==> src/rtl/cpu_pkg.sv <==
// Shared definitions for the VeriRISC control path: opcodes, phase names,
// run-state encoding and the ALU-opcode classifier.
package cpu_pkg;

  localparam logic [2:0] HLT = 3'd0;
  localparam logic [2:0] SKZ = 3'd1;
  localparam logic [2:0] ADD = 3'd2;
  localparam logic [2:0] AND = 3'd3;
  localparam logic [2:0] XOR = 3'd4;
  localparam logic [2:0] LDA = 3'd5;
  localparam logic [2:0] STO = 3'd6;
  localparam logic [2:0] JMP = 3'd7;

  localparam logic [2:0] INST_ADDR  = 3'd0;
  localparam logic [2:0] INST_FETCH = 3'd1;
  localparam logic [2:0] INST_LOAD  = 3'd2;
  localparam logic [2:0] IDLE       = 3'd3;
  localparam logic [2:0] OP_ADDR    = 3'd4;
  localparam logic [2:0] OP_FETCH   = 3'd5;
  localparam logic [2:0] ALU_OP     = 3'd6;
  localparam logic [2:0] STORE      = 3'd7;

  typedef enum logic [1:0] {
    RUN    = 2'd0,
    HALTED = 2'd1,
    STEP   = 2'd2
  } run_state_t;

  function automatic logic is_aluop(input logic [2:0] op);
    return (op == ADD) || (op == AND) || (op == XOR) || (op == LDA);
  endfunction

endpackage

==> src/rtl/cpu_ctrl_decode.sv <==
// Combinational strobe decode from (phase, opcode, zero). When not active
// (HALTED) every strobe is low and halt is high.
module cpu_ctrl_decode
  import cpu_pkg::*;
#(
  parameter int OPW = 3,
  parameter int PHW = 3
) (
  input  logic [PHW-1:0] phase,
  input  logic [OPW-1:0] opcode,
  input  logic           zero,
  input  logic           active,
  output logic           sel,
  output logic           rd,
  output logic           ld_ir,
  output logic           inc_pc,
  output logic           ld_pc,
  output logic           ld_ac,
  output logic           wr,
  output logic           data_e,
  output logic           halt
);

  logic alu;
  assign alu = is_aluop(opcode);

  always_comb begin
    sel    = 1'b0;
    rd     = 1'b0;
    ld_ir  = 1'b0;
    inc_pc = 1'b0;
    ld_pc  = 1'b0;
    ld_ac  = 1'b0;
    wr     = 1'b0;
    data_e = 1'b0;
    halt   = !active;
    if (active) begin
      case (phase)
        INST_ADDR:  sel = 1'b1;
        INST_FETCH: begin sel = 1'b1; rd = 1'b1; end
        INST_LOAD,
        IDLE:       begin sel = 1'b1; rd = 1'b1; ld_ir = 1'b1; end
        OP_ADDR:    begin inc_pc = 1'b1; halt = (opcode == HLT); end
        OP_FETCH:   rd = alu;
        ALU_OP: begin
          rd     = alu;
          inc_pc = (opcode == SKZ) && zero;
          ld_pc  = (opcode == JMP);
          data_e = (opcode == STO);
        end
        STORE: begin
          rd     = alu;
          ld_ac  = alu;
          ld_pc  = (opcode == JMP);
          wr     = (opcode == STO);
          data_e = (opcode == STO);
        end
        default: ;
      endcase
    end
  end

endmodule

==> src/rtl/cpu_control.sv <==
// VeriRISC sequencer: run/halt FSM plus 8-phase counter driving the strobe decode.
// Define CPU_CTRL_STEP_EN to enable single-step (STEP state, step input).
module cpu_control
  import cpu_pkg::*;
#(
  parameter int OPW = 3,
  parameter int PHW = 3
) (
  input  logic           clock,
  input  logic           rst_,
  input  logic [OPW-1:0] opcode,
  input  logic           zero,
  input  logic           resume,
  input  logic           step,
  output logic           sel,
  output logic           rd,
  output logic           ld_ir,
  output logic           inc_pc,
  output logic           ld_pc,
  output logic           ld_ac,
  output logic           wr,
  output logic           data_e,
  output logic           halt,
  output logic [PHW-1:0] phase
);

  run_state_t     state, state_nxt;
  logic [PHW-1:0] phase_nxt;
  logic           hlt_hit;

  // HLT stops the sequence after its phase-4 strobes (PC already incremented).
  assign hlt_hit = (phase == OP_ADDR) && (opcode == HLT);

`ifndef CPU_CTRL_STEP_EN
  logic unused_step;
  assign unused_step = step;
`endif

  always_ff @(posedge clock) begin
    if (!rst_) begin
      state <= RUN;
      phase <= '0;
    end else begin
      state <= state_nxt;
      phase <= phase_nxt;
    end
  end

  always_comb begin
    state_nxt = state;
    phase_nxt = phase;
    case (state)
      RUN: begin
        if (hlt_hit) begin
          state_nxt = HALTED;
          phase_nxt = '0;
        end else begin
          phase_nxt = phase + 1'b1;
        end
      end
`ifdef CPU_CTRL_STEP_EN
      STEP: begin
        if (hlt_hit || (phase == STORE)) begin
          state_nxt = HALTED;
          phase_nxt = '0;
        end else begin
          phase_nxt = phase + 1'b1;
        end
      end
`endif
      HALTED: begin
        phase_nxt = '0;
        if (resume) begin
          state_nxt = RUN;
`ifdef CPU_CTRL_STEP_EN
        end else if (step) begin
          state_nxt = STEP;
`endif
        end
      end
      default: begin
        state_nxt = RUN;
        phase_nxt = '0;
      end
    endcase
  end

  cpu_ctrl_decode #(.OPW(OPW), .PHW(PHW)) u_decode (
    .phase  (phase),
    .opcode (opcode),
    .zero   (zero),
    .active (state != HALTED),
    .sel    (sel),
    .rd     (rd),
    .ld_ir  (ld_ir),
    .inc_pc (inc_pc),
    .ld_pc  (ld_pc),
    .ld_ac  (ld_ac),
    .wr     (wr),
    .data_e (data_e),
    .halt   (halt)
  );

endmodule

==> config.mk <==
export PLATFORM = sky130hd
export DESIGN_NAME = cpu_control
export DESIGN_NICKNAME = d
export VERILOG_FILES = /design/src/rtl/cpu_pkg.sv /design/src/rtl/cpu_ctrl_decode.sv /design/src/rtl/cpu_control.sv
export SDC_FILE = /design/constraint.sdc
export NUM_CORES = 1
export LEC_CHECK = 0
export ABC_AREA = 1
export CORE_AREA = 2 2 39 41
export DETAILED_ROUTE_END_ITERATION = 7
export DIE_AREA = 0 0 41 43
export PLACE_DENSITY = 0.67
export SYNTH_ARGS = -nofsm -noshare
export SYNTH_HDL_FRONTEND = slang
export SYNTH_SLANG_ARGS = --single-unit
==> constraint.sdc <==
create_clock -name clock -period 1.2 [get_ports clock]
set_clock_uncertainty 0.1 [all_clocks]
set_input_delay 0.24 -clock clock [delete_from_list [all_inputs] [get_ports clock]]
set_output_delay 0.24 -clock clock [all_outputs]
set_load 0.03 [all_outputs]
==> metrics.cfg <==
[outcome]
status = finished, violations left
violations = setup timing

[worst_setup_path]
rr_worst_depth = 8
cp_max_fo = 4
endpoint_kind = output pin
rrSetupSlack_ns = -0.12
crit_type = reg2out
worstPathRequired_ns = 0.86
rr_startpoint = phase[1]$_SDFF_PP0_
start_kind = register
arrival_ns = 1.37
worstReg2RegEnd = phase[2]$_SDFF_PP0_

[drt]
via_per_inst = 4.29
wl_per_cell_um = 10.9
drc = 0
ant_nets = 0
dr_wl_met3_um = 48
via_count = 463
firstDrtPassIters = 4
wl_um = 1180
met2WireLength_um = 712
highest_layer = met4
wl_met1_um = 413
drtIter0Drc = 4

[yosys]
synth_seq_cells = 4
synth_edf_count = 0
syn-cell-area_um2 = 355
syn-num-nets = 68
yosysTopAreaCellShare = 0.225
async_reset_ff_frac = 0
yosysMostFrequentCell = nand2_1
synth.top_cells.by_count = nand2_1, nor2_1, inv_1
synth_area_leader_cell = dfxtp_1
synth_area_per_cell_um2 = 6.58
synth_ff_type = dfxtp_1
syn_inst = 54
yosys_warnings = 0
synth_cell_types = 14
yosysSeqAreaShare = 0.225
netlist_top_cells_area = dfxtp_1, ha_1, nand2_1, nor2_1, inv_1

[placement]
gp_congestion = 0.650
placed_area_um2 = 707
port_buffers = 18
dp_cells = 99
dp_hpwl_um = 779

[timing]
rsz0062_at_grt = true
drv_slew = 0
min_period_over_period = 1.42
period_minus_slack_ns = 1.71
slew_headroom = 0.812
setup_slack_ns = -0.507
tightest_slew_ns = 0.282
hold_viol = 0
setup_violations = 16
fmax_mhz = 586

[power_and_ir_drop]
max-vdd-ir-drop_uv = 553
p_leak_nw = 0.442
power_density_mw_per_mm2 = 678

[final_layout]
stdcell_area_um2 = 965
layout-drive-gt1-share = 0.750
area_growth_pct = 171
nets = 108
diodes = 0
fin_cells = 108

[clock_tree]
cts_inserted_buffers = 3
clkTransAtPathRegs_ns = 0.04
htree_num_levels = 1
root_buffer = clkbuf_4
clk_latency_ns = 0.23
cts_tree = yes
clockBufferDepth = 2
cts.sinks = 4

[floorplan]
core-area_mm2 = 0.00138
rows = 14
initial_core_util = 0.257
die_w_um = 41
dieArea_mm2 = 0.00176
die_h_um = 43
io_pins = 20

[global_routing]
grt_start_max_net_pins = 7
grt_overflow_total = 0
grt_pass1_wl_um = 1640
antenna_found_initial = 0
grt_pass1_vias = 438
grt_usage = 0.137

[run]
cap_viol_max_count = 0

[worst_hold_path]
min_path_cells = 5
min-delay-start = opcode[1]
whs_endpoint = state[0]$_SDFFE_PN0P_
hp-class = in2reg

-- power by group --
group | internal (mW) | leakage, nW | switching [mW]
clock network | 0.111 | 0.0138 | 0.0490
logic | 0.163 | 0.394 | 0.168
registers | 0.144 | 0.0348 | 0.0184
total | 0.418 | 0.442 | 0.236
-- cell families after synthesis --
family	synth area share
adder cells (fa/ha/maj)	0.211
AND/OR/NAND/NOR	0.394
flip-flops	0.225
buffers and inverters	0.116
AO/OA/AOI/OAI	0.0528
-- cell type report --
class                           count  area, µm²
Clock buffer                        3       22.5
Multi-Input combinational cell     41        447
Inverter                            8       35.0
Fill cell                          97        419
Timing Repair Buffer               36        349
Sequential cell                     4       91.3
Tap cell                           16       20.0
-- worst max-delay path by stage --
stage,slack (ns),startpoint,to
6_report,-0.51,phase[1]$_SDFF_PP0_,rd
5_1_grt,-0.57,phase[1]$_SDFF_PP0_,rd
4_1_cts,-0.48,phase[0]$_SDFF_PP0_,rd
3_5_place_dp,-0.52,opcode[2],inc_pc
3_3_place_gp,-0.53,opcode[2],inc_pc
2_1_floorplan,-0.35,phase[1]$_SDFF_PP0_,ld_ac
-- critical path, stage by stage, from the launching register on --
cell and delay (ns):
dfxtp_4 0.38, inv_2 0.07, ha_2 0.18, nand2_1 0.09
nand2_1 0.06, nor2_2 0.15, a21oi_4 0.07, buf_6 0.13
-- what timing repair did --
item,CTS,global route
pin swaps,12,6
gates resized for setup,37,17
hold buffers,0,0
setup buffers,5,1
gates cloned,0,0
setup endpoints to repair,15,16
-- layer usage --
layer	vias up	track usage
met5	-	0
met1	208	0.137
met3	2	0.0314
met2	10	0.238
li1	243	-
met4	0	0.0800
-- state kept, by name, indices dropped and copies added (netlist names) --
signal  flops
phase       3
state       1
-- placed cells by master, fill, tap and decap left out --
master and count:
a21oi_4 2, nand3_4 2, dlygate4sd2_1 3, ha_4 4, dfxtp_1 1, dfxtp_4 3, buf_8 1, nand2_2 4
nor4_4 1, nand3_2 1, ha_1 1, clkbuf_4 3, ha_2 1, inv_4 2, buf_6 16, buf_4 13
nor2_4 4, inv_1 4, nor3_4 2, a21oi_2 1, nor3_2 1, clkdlybuf4s50_1 3, nor2_2 2, inv_2 2
nand2_1 7, nor2_1 4, nand2_4 4
-- stage by stage --
| stage | total power [mW] | hold slack [ns] | utilization | setup TNS [ns] | setup WS, ns |
|---|---|---|---|---|---|
| 6_report | 0.654 | 0.520 | 0.697 | -3.92 | -0.507 |
| 5_1_grt | 0.700 | 0.544 | 0.697 | -4.64 | -0.573 |
| 4_1_cts | 0.626 | 0.477 | 0.639 | -4.00 | -0.478 |
| 3_5_place_dp | 0.391 | 0.438 | 0.511 | -4.58 | -0.516 |
| 3_3_place_gp | 0.388 | 0.437 | 0.511 | -4.65 | -0.527 |
| 2_1_floorplan | 0.294 | 0.276 | - | -2.20 | -0.352 |
Power figures use the tool's default switching activity.
